<file path="config.mk">
export PLATFORM = sky130hd
export DESIGN_NAME = spi_cmd_slave
export DESIGN_NICKNAME = d
export VERILOG_FILES = /design/src/rtl/spi_cmd_slave.sv
export SDC_FILE = /design/constraint.sdc
export NUM_CORES = 1
export LEC_CHECK = 0
export CAP_MARGIN = 0
export CORE_MARGIN = 2
export CORE_UTILIZATION = 48
export DETAILED_ROUTE_END_ITERATION = 10
export PLACE_DENSITY = 0.71
export SETUP_SLACK_MARGIN = 0.4
export SYNTH_ARGS = -nofsm -noshare
export SYNTH_HDL_FRONTEND = slang
export SYNTH_SLANG_ARGS = --single-unit
</file>
<file path="constraint.sdc">
create_clock -name clk -period 4.4 [get_ports clk]
set_input_delay 0.66 -clock clk [delete_from_list [all_inputs] [get_ports clk]]
set_output_delay 0.66 -clock clk [all_outputs]
set_load 0.02 [all_outputs]
</file>
<file path="src/rtl/spi_cmd_slave.sv">
// SPI mode-0 command slave: 8-bit command then one 8-bit data byte per frame.
// Define SPI_CMD_SLAVE_STATUS_EN to add a frame counter and the 0x04 STATUS read.
module spi_cmd_slave #(
  parameter logic [7:0] MEM_INIT    = 8'b11001000,
  parameter int         SYNC_STAGES = 2
) (
  input  logic       clk,
  input  logic       rst,
  input  logic       sclk,
  input  logic       cs_n,
  input  logic       mosi,
  output logic       miso,
  output logic       miso_oe,
  output logic [7:0] mem_q,
  input  logic       host_wr,
  input  logic [7:0] host_wdata,
  output logic       host_busy,
  output logic       frame_done,
  output logic [7:0] cmd_q
);

  typedef enum logic [1:0] {
    IDLE,
    CMD,
    DATA,
    IGNORE
  } state_t;

  logic [SYNC_STAGES-1:0] sclk_s;
  logic [SYNC_STAGES-1:0] cs_s;
  logic [SYNC_STAGES-1:0] mosi_s;
  logic                   sclk_d;
  logic                   cs_d;

  always_ff @(posedge clk or posedge rst) begin
    if (rst) begin
      sclk_s <= '0;
      cs_s   <= '1;
      mosi_s <= '0;
      sclk_d <= 1'b0;
      cs_d   <= 1'b1;
    end else begin
      sclk_s <= {sclk_s[SYNC_STAGES-2:0], sclk};
      cs_s   <= {cs_s[SYNC_STAGES-2:0], cs_n};
      mosi_s <= {mosi_s[SYNC_STAGES-2:0], mosi};
      sclk_d <= sclk_s[SYNC_STAGES-1];
      cs_d   <= cs_s[SYNC_STAGES-1];
    end
  end

  logic sclk_y;
  logic cs_y;
  logic mosi_y;
  logic sclk_rise;
  logic sclk_fall;
  logic cs_fall;

  assign sclk_y    = sclk_s[SYNC_STAGES-1];
  assign cs_y      = cs_s[SYNC_STAGES-1];
  assign mosi_y    = mosi_s[SYNC_STAGES-1];
  assign sclk_rise = sclk_y & ~sclk_d;
  assign sclk_fall = ~sclk_y & sclk_d;
  assign cs_fall   = ~cs_y & cs_d;
  assign host_busy = ~cs_y;

  state_t     state, state_d;
  logic [2:0] cnt, cnt_d;
  logic [7:0] cmd_sr, cmd_sr_d;
  logic [7:0] rx_sr, rx_d;
  logic [7:0] tx_sr, tx_d;
  logic [7:0] mem_d, cmdq_d;
  logic       miso_d, oe_d;
  logic       wr, wr_d;
  logic       start, start_d;
  logic       done_pend, done_d;

  logic [7:0] cmd_nx;
  logic [7:0] rx_nx;
  logic       is_read;
  logic       is_write;
  logic       is_swap;
  logic       is_stat;

  assign cmd_nx   = {cmd_sr[6:0], mosi_y};
  assign rx_nx    = {rx_sr[6:0], mosi_y};
  assign is_read  = (cmd_nx == 8'h01);
  assign is_write = (cmd_nx == 8'h02);
  assign is_swap  = (cmd_nx == 8'h03);

`ifdef SPI_CMD_SLAVE_STATUS_EN
  logic [7:0] fcnt;

  always_ff @(posedge clk or posedge rst) begin
    if (rst) fcnt <= '0;
    else if (frame_done) fcnt <= fcnt + 8'd1;
  end

  assign is_stat = (cmd_nx == 8'h04);
`else
  assign is_stat = 1'b0;
`endif

  always_comb begin
    state_d  = state;
    cnt_d    = cnt;
    cmd_sr_d = cmd_sr;
    rx_d     = rx_sr;
    tx_d     = tx_sr;
    mem_d    = mem_q;
    cmdq_d   = cmd_q;
    miso_d   = miso;
    oe_d     = miso_oe;
    wr_d     = wr;
    done_d   = 1'b0;
    start_d  = (start | cs_fall) & ~cs_y;
    if (cs_y && state != IDLE) begin
      state_d = IDLE;
      cnt_d   = '0;
      miso_d  = 1'b0;
      oe_d    = 1'b0;
    end else begin
      unique case (state)
        IDLE: begin
          if (host_wr) begin
            mem_d = host_wdata;
          end else if (start) begin
            state_d = CMD;
            cnt_d   = '0;
            start_d = 1'b0;
          end
        end
        CMD: begin
          if (sclk_rise) begin
            cmd_sr_d = cmd_nx;
            cnt_d    = cnt + 3'd1;
            if (cnt == 3'd7) begin
              cmdq_d  = cmd_nx;
              rx_d    = '0;
              tx_d    = '0;
              wr_d    = 1'b0;
              state_d = DATA;
              oe_d    = 1'b1;
              miso_d  = 1'b0;
              unique case (1'b1)
                is_read: begin
                  tx_d   = mem_q;
                  miso_d = mem_q[7];
                end
                is_write: wr_d = 1'b1;
                is_swap: begin
                  tx_d   = mem_q;
                  miso_d = mem_q[7];
                  wr_d   = 1'b1;
                end
                is_stat: begin
`ifdef SPI_CMD_SLAVE_STATUS_EN
                  tx_d   = fcnt;
                  miso_d = fcnt[7];
`endif
                end
                default: begin
                  state_d = IGNORE;
                  oe_d    = 1'b0;
                end
              endcase
            end
          end
        end
        DATA: begin
          if (sclk_rise) begin
            rx_d  = rx_nx;
            cnt_d = cnt + 3'd1;
            if (cnt == 3'd7) begin
              if (wr) mem_d = rx_nx;
              done_d  = 1'b1;
              state_d = CMD;
              oe_d    = 1'b0;
              miso_d  = 1'b0;
            end
          // bit 7 is already on miso before the first data rise
          end else if (sclk_fall && cnt != 3'd0) begin
            miso_d = tx_sr[6];
            tx_d   = {tx_sr[6:0], 1'b0};
          end
        end
        IGNORE: ;
      endcase
    end
  end

  always_ff @(posedge clk or posedge rst) begin
    if (rst) begin
      state      <= IDLE;
      cnt        <= '0;
      cmd_sr     <= '0;
      rx_sr      <= '0;
      tx_sr      <= '0;
      mem_q      <= MEM_INIT;
      cmd_q      <= '0;
      miso       <= 1'b0;
      miso_oe    <= 1'b0;
      wr         <= 1'b0;
      start      <= 1'b0;
      done_pend  <= 1'b0;
      frame_done <= 1'b0;
    end else begin
      state      <= state_d;
      cnt        <= cnt_d;
      cmd_sr     <= cmd_sr_d;
      rx_sr      <= rx_d;
      tx_sr      <= tx_d;
      mem_q      <= mem_d;
      cmd_q      <= cmdq_d;
      miso       <= miso_d;
      miso_oe    <= oe_d;
      wr         <= wr_d;
      start      <= start_d;
      done_pend  <= done_d;
      frame_done <= done_pend;
    end
  end

endmodule

</file>
# After elaboration in Yosys (flattened, before gate mapping)
# Index checks and enable logic that the tools add are counted.
# op_classes
n_reduce_logical,23
mul,0
n_mux,52
n_shift,0
addsub,1
eq_ne,23
n_bitwise,9
n_div,0
n_lt_le_gt_ge,0
# op_table
cell,count
two-way mux 7 bit,8
two-way mux 8 bit,4
one-hot mux 7 bit (2 select lines),2
two-way mux 1 bit,22
"!= test 3 bit, second input constant",6
"equality test 8 x 2 -> 1 bit, second input constant",2
"!= test 2 bit, second input constant",8
one-hot mux 8 bit (2 select lines),1
AND reduction 5 bit,3
two-way mux 2 bit,7
two-way mux 3 bit,4
AND reduction 6 bit,2
nonzero test 3 bit,3
"equality test 8 x 1 -> 1 bit, second input constant",1
"!= test 4 bit, second input constant",2
AND reduction 4 bit,2
AND reduction 7 bit,1
one-hot mux 2 bit (3 select lines),1
one-hot mux 3 bit (2 select lines),1
nonzero test 2 bit,3
OR reduction 2 bit,3
bitwise AND 1 bit,4
inverter 1 bit,4
one-hot mux 1 bit (2 select lines),2
11 further kinds,12
# totals
romBits,0
ram_bits,0
latchBits,0
inputBits,14
register_bits,56
word_cells,126
mem_count,0
output_inout_bits,20

# Depth between registers and ports, before layout
# depth
word_depth,8
depth_mapped,9
depth_no_buf,7

# Worst setup path before layout
# OpenSTA, ideal clock, no wires.
# synth_timing
path_kind,reg-to-reg
from,reg cnt[0]
to,reg cmd_q[0]
n_path_buf,1
arrival_ns,1.591
period_less_slack_ns,1.716
required_ns,4.275
path_slack_ns,2.684
stages_incl_launch_ff,7
setup_ns,0.125
path_cell_list,dfrtp_1 > ha_1 > ha_1 > and3b_1 > nand3_1 > buf_2 > mux2_2
# synth_between
elab_chain_len,2
# synth_lines
element,line_no,source
from (decl),67,"logic [2:0] cnt, cnt_d;"
from (signal assigned),208,cnt <= cnt_d;
equality test 3 bit,136,if (cnt == 3'd7) begin
AND reduction 4 bit (no line),-,
to (signal assigned),213,cmd_q <= cmdq_d;
to (decl),19,output logic [7:0] cmd_q
# No other way between the ends.
# A chain may end at the register's enable or synchronous reset.

# Worst setup path in the final report
# layout_timing
from,reg state[0]
to,reg tx_sr[3]
# layout_between
elab_chain_len,4
elab_cells_between_ends,12
cone_classes,eq/ne (6); mux (1); bitwise (1); reduce/logical (4)
# layout_lines
element,line_no,source
from (decl),66,"state_t state, state_d;"
from (signal assigned),207,state <= state_d;
"parallel branches: the longest is 4 deep, another holds AND reduction 6 bit",-,
to (signal assigned),211,tx_sr <= tx_d;
to (decl),70,"logic [7:0] tx_sr, tx_d;"
# Several ways; the timed one is not identified.

==> reports/metrics.yaml <==
clk_pin_slew_ps: 100
status: "finished clean"
numClockSinks: 56
register_area_sq_um: 1410
critPathLaunchType: "flip-flop"
cts_max_level: 2
worst-r2r-setup-slack_ps: 2020
wl_per_cell_microns: 14.6
synthSimpleGateAreaFrac: 0.121
fin_crit_sh: 0.542
synth.area.mux_share: 0.107
routabilityCongestion: 0.866
grt_first_pass_wirelength_microns: 8340
syn_inst: 229
die-area_sq_um: 5920
multi_input_area_sq_um: 1010
p_leak_nw: 1.31
ir_worst_vdd_mv: 0.176
overflow: 0
cts_buffers: 5
syn-num-nets: 249
fin_area_sq_um: 3020
yosys_warnings: 0
whs_endpoint: "sclk_s[1]$_DFF_PP0_"
die_y_microns: 76.9
period_needed_ps: 2380
numPortBuffers: 33
highest_layer: "met4"
fillers: 447
synth-seq-cells: 56
wl_met3_microns: 193
cp_top_family: "simple AND/OR/NAND/NOR gates"
worstPathCellList: "inv_1 -> ha_1 -> nand2b_4 -> nand3_1 -> a22o_1 -> nand2_1 -> o21ai_1"
antenna_found_initial: 0
syn-cell-area_sq_um: 2550
drive_gt1_frac: 0.152
cts_root_buf: "clkbuf_8"
worst-path-max-fanout: 14
p_per_area_nw_per_um2: 552
track_usage: 0.177
io_pins: 34
final-max-slew-violation-count: 0
rsz0062_at_grt: "false"
tightest_slew_ps: 738
maxCapViolCount: 0
synth_compound_area_frac: 0.140
seq_area_frac_synth: 0.552
cp-end-kind: "flip-flop"
final_cell_count_no_fill: 333
hold_path_depth: 0
synth-adder-area-share: 0.0294
hpwlAfterDp_microns: 3460
viasPerCell: 5.27
dp_cells: 325
grt_max_degree: 31
clockBufferDepth: 2
final_nets: 282
initial_core_util: 0.500
insertion_delay_ps: 310
hold_start: "sclk_s[0]$_DFF_PP0_"
wl_met1_microns: 2420
final-hold-violation-count: 0
die_width_microns: 76.9
synthXorXnorAreaFrac: 0
hp-class: "reg2reg"
post_cts_buffers: 0
synth.distinct_cells: 41
slew_headroom: 0.507
crit_start: "state[0]$_DFFE_PP0P_"
final_common_cell: "dfrtp_1"
core_sq_um: 5110
crit-reg2reg-capture: "tx_sr[3]$_DFFE_PP0P_"
dr.pass1.iters: 4
r2r_start: "state[0]$_DFFE_PP0P_"
mostFrequentLayoutCells: "50 x dfrtp_1, 33 x clkdlybuf4s50_1, 19 x nor2_1, 18 x nand2_1, 17 x inv_1"
cts_resized: 0
drtIter0Drc: 121
wirelength_microns: 4870
synth_top_family_by_area: "compound AO/OA/AOI/OAI gates"
num_vias: 1756
holdBufCountCts: 0
grt_pass1_vias: 1666
placementRows: 26
dpl_cell_area_sq_um: 2920
n_antenna_cell: 0
drc: 0
worstPathRequired_ps: 4580
path_buf_inv: 1
syn_to_final_growth_pct: 18.2
max_freq_mhz: 419
ant_nets: 0
cp_slowest_cell: "a22o_1"
setup_viol: 0
setup_tns_ps: 0
slowest_delay_ps: 520
reg2regPathDepth: 7
arrival_ps: 2570
crit_type: "reg2reg"
wl_met2_microns: 2210
fin_skew_ps: 7.67
avgSynthCellArea_sq_um: 11.2
cts_tree: "built"
[area by class of cell]
cell class                      instances  share of cell area
Multi-Input combinational cell        146               0.336
Inverter                               18              0.0224
Clock buffer                            7              0.0286
Timing Repair Buffer                   35               0.114
Clock inverter                          1             0.00290
Tap cell                               70              0.0290
Sequential cell                        56               0.467
[worst reg2reg max path, delay by kind of cell, from the launching register on]
| family | cells | cell delay [ps] |
|---|---|---|
| AND/OR/NAND/NOR | 3 | 760 |
| adder cells (fa/ha/maj) | 1 | 370 |
| buffers and inverters | 1 | 140 |
| flip-flops | 1 | 410 |
| AO/OA/AOI/OAI | 2 | 590 |
[stage by stage]
step	utilization	total power [W]	hold slack, ps	worst slack, ps
finish	0.591	0.00167	359	2020
global route	0.591	0.00179	366	1730
CTS	0.591	0.00168	362	1990
detailed placement	0.573	0.00139	338	2000
global placement	0.573	0.00138	332	2120
floorplan	-	0.00120	331	2380
[state kept, by name, summed over array words and instances, names as in the netlist]
name	count
wr	1
cmd_q	8
tx_sr	7
cmd_sr	7
miso_oe	1
sclk_d	1
cs_d	1
start	1
frame_done	1
cs_s	2
rx_sr	7
done_pend	1
mem_q	8
state	2
miso	1
sclk_s	2
mosi_s	2
cnt	3
[power breakdown]
part	total, W	leakage (nW)	switching [W]	internal [W]
Clock	0.000289	0.0484	0.000160	0.000129
Sequential	0.000730	0.719	0.0000904	0.000640
Combinational	0.000648	0.546	0.000364	0.000284
[Yosys cell counts, drive strengths merged]
cell type / instances / area (sq um)
a211o: 1 / 8.76
a211oi: 1 / 12.5
a21oi: 11 / 66.3
a22o: 2 / 17.5
a22oi: 7 / 52.6
a311oi: 1 / 8.76
a31oi: 3 / 18.8
a32o: 1 / 10.0
a41oi: 1 / 8.76
and2b: 1 / 7.51
and3: 1 / 6.26
and3b: 1 / 8.76
buf: 9 / 62.6
dfrtp: 50 / 1250
dfstp: 6 / 158
ha: 6 / 75.1
inv: 18 / 67.6
mux2: 16 / 184
mux2i: 9 / 90.1
nand2: 19 / 73.8
nand2b: 4 / 32.5
nand3: 10 / 50.1
nand3b: 1 / 7.51
nand4: 1 / 6.26
nor2: 19 / 71.3
nor2b: 2 / 20.0
nor3b: 1 / 18.8
nor4: 1 / 6.26
o21a: 2 / 15.0
o21ai: 20 / 104
o221ai: 1 / 15.0
o22ai: 3 / 18.8
[worst max-delay path by stage]
stage | endpoint | cells past startpoint
floorplan | cmd_q[0]$_DFFE_PP0P_ | 1
global placement | tx_sr[4]$_DFFE_PP0P_ | 7
detailed placement | tx_sr[3]$_DFFE_PP0P_ | 7
CTS | tx_sr[3]$_DFFE_PP0P_ | 7
global route | tx_sr[2]$_DFFE_PP0P_ | 7
finish | tx_sr[3]$_DFFE_PP0P_ | 7
[logic make-up after synthesis]
kind of cell | count (synthesis)
DFF | 56
and+or+nand+nor | 61
muxes | 25
adders and majority gates | 6
buffers and inverters | 27
AOI/OAI and AO/OA | 54
[per-layer routing]
layer,vias up,GRT usage
met4,0,0.0491
met2,40,0.263
met3,6,0.0435
met1,840,0.259
li1,870,-
met5,-,0
Power figures use the tool's default switching activity.
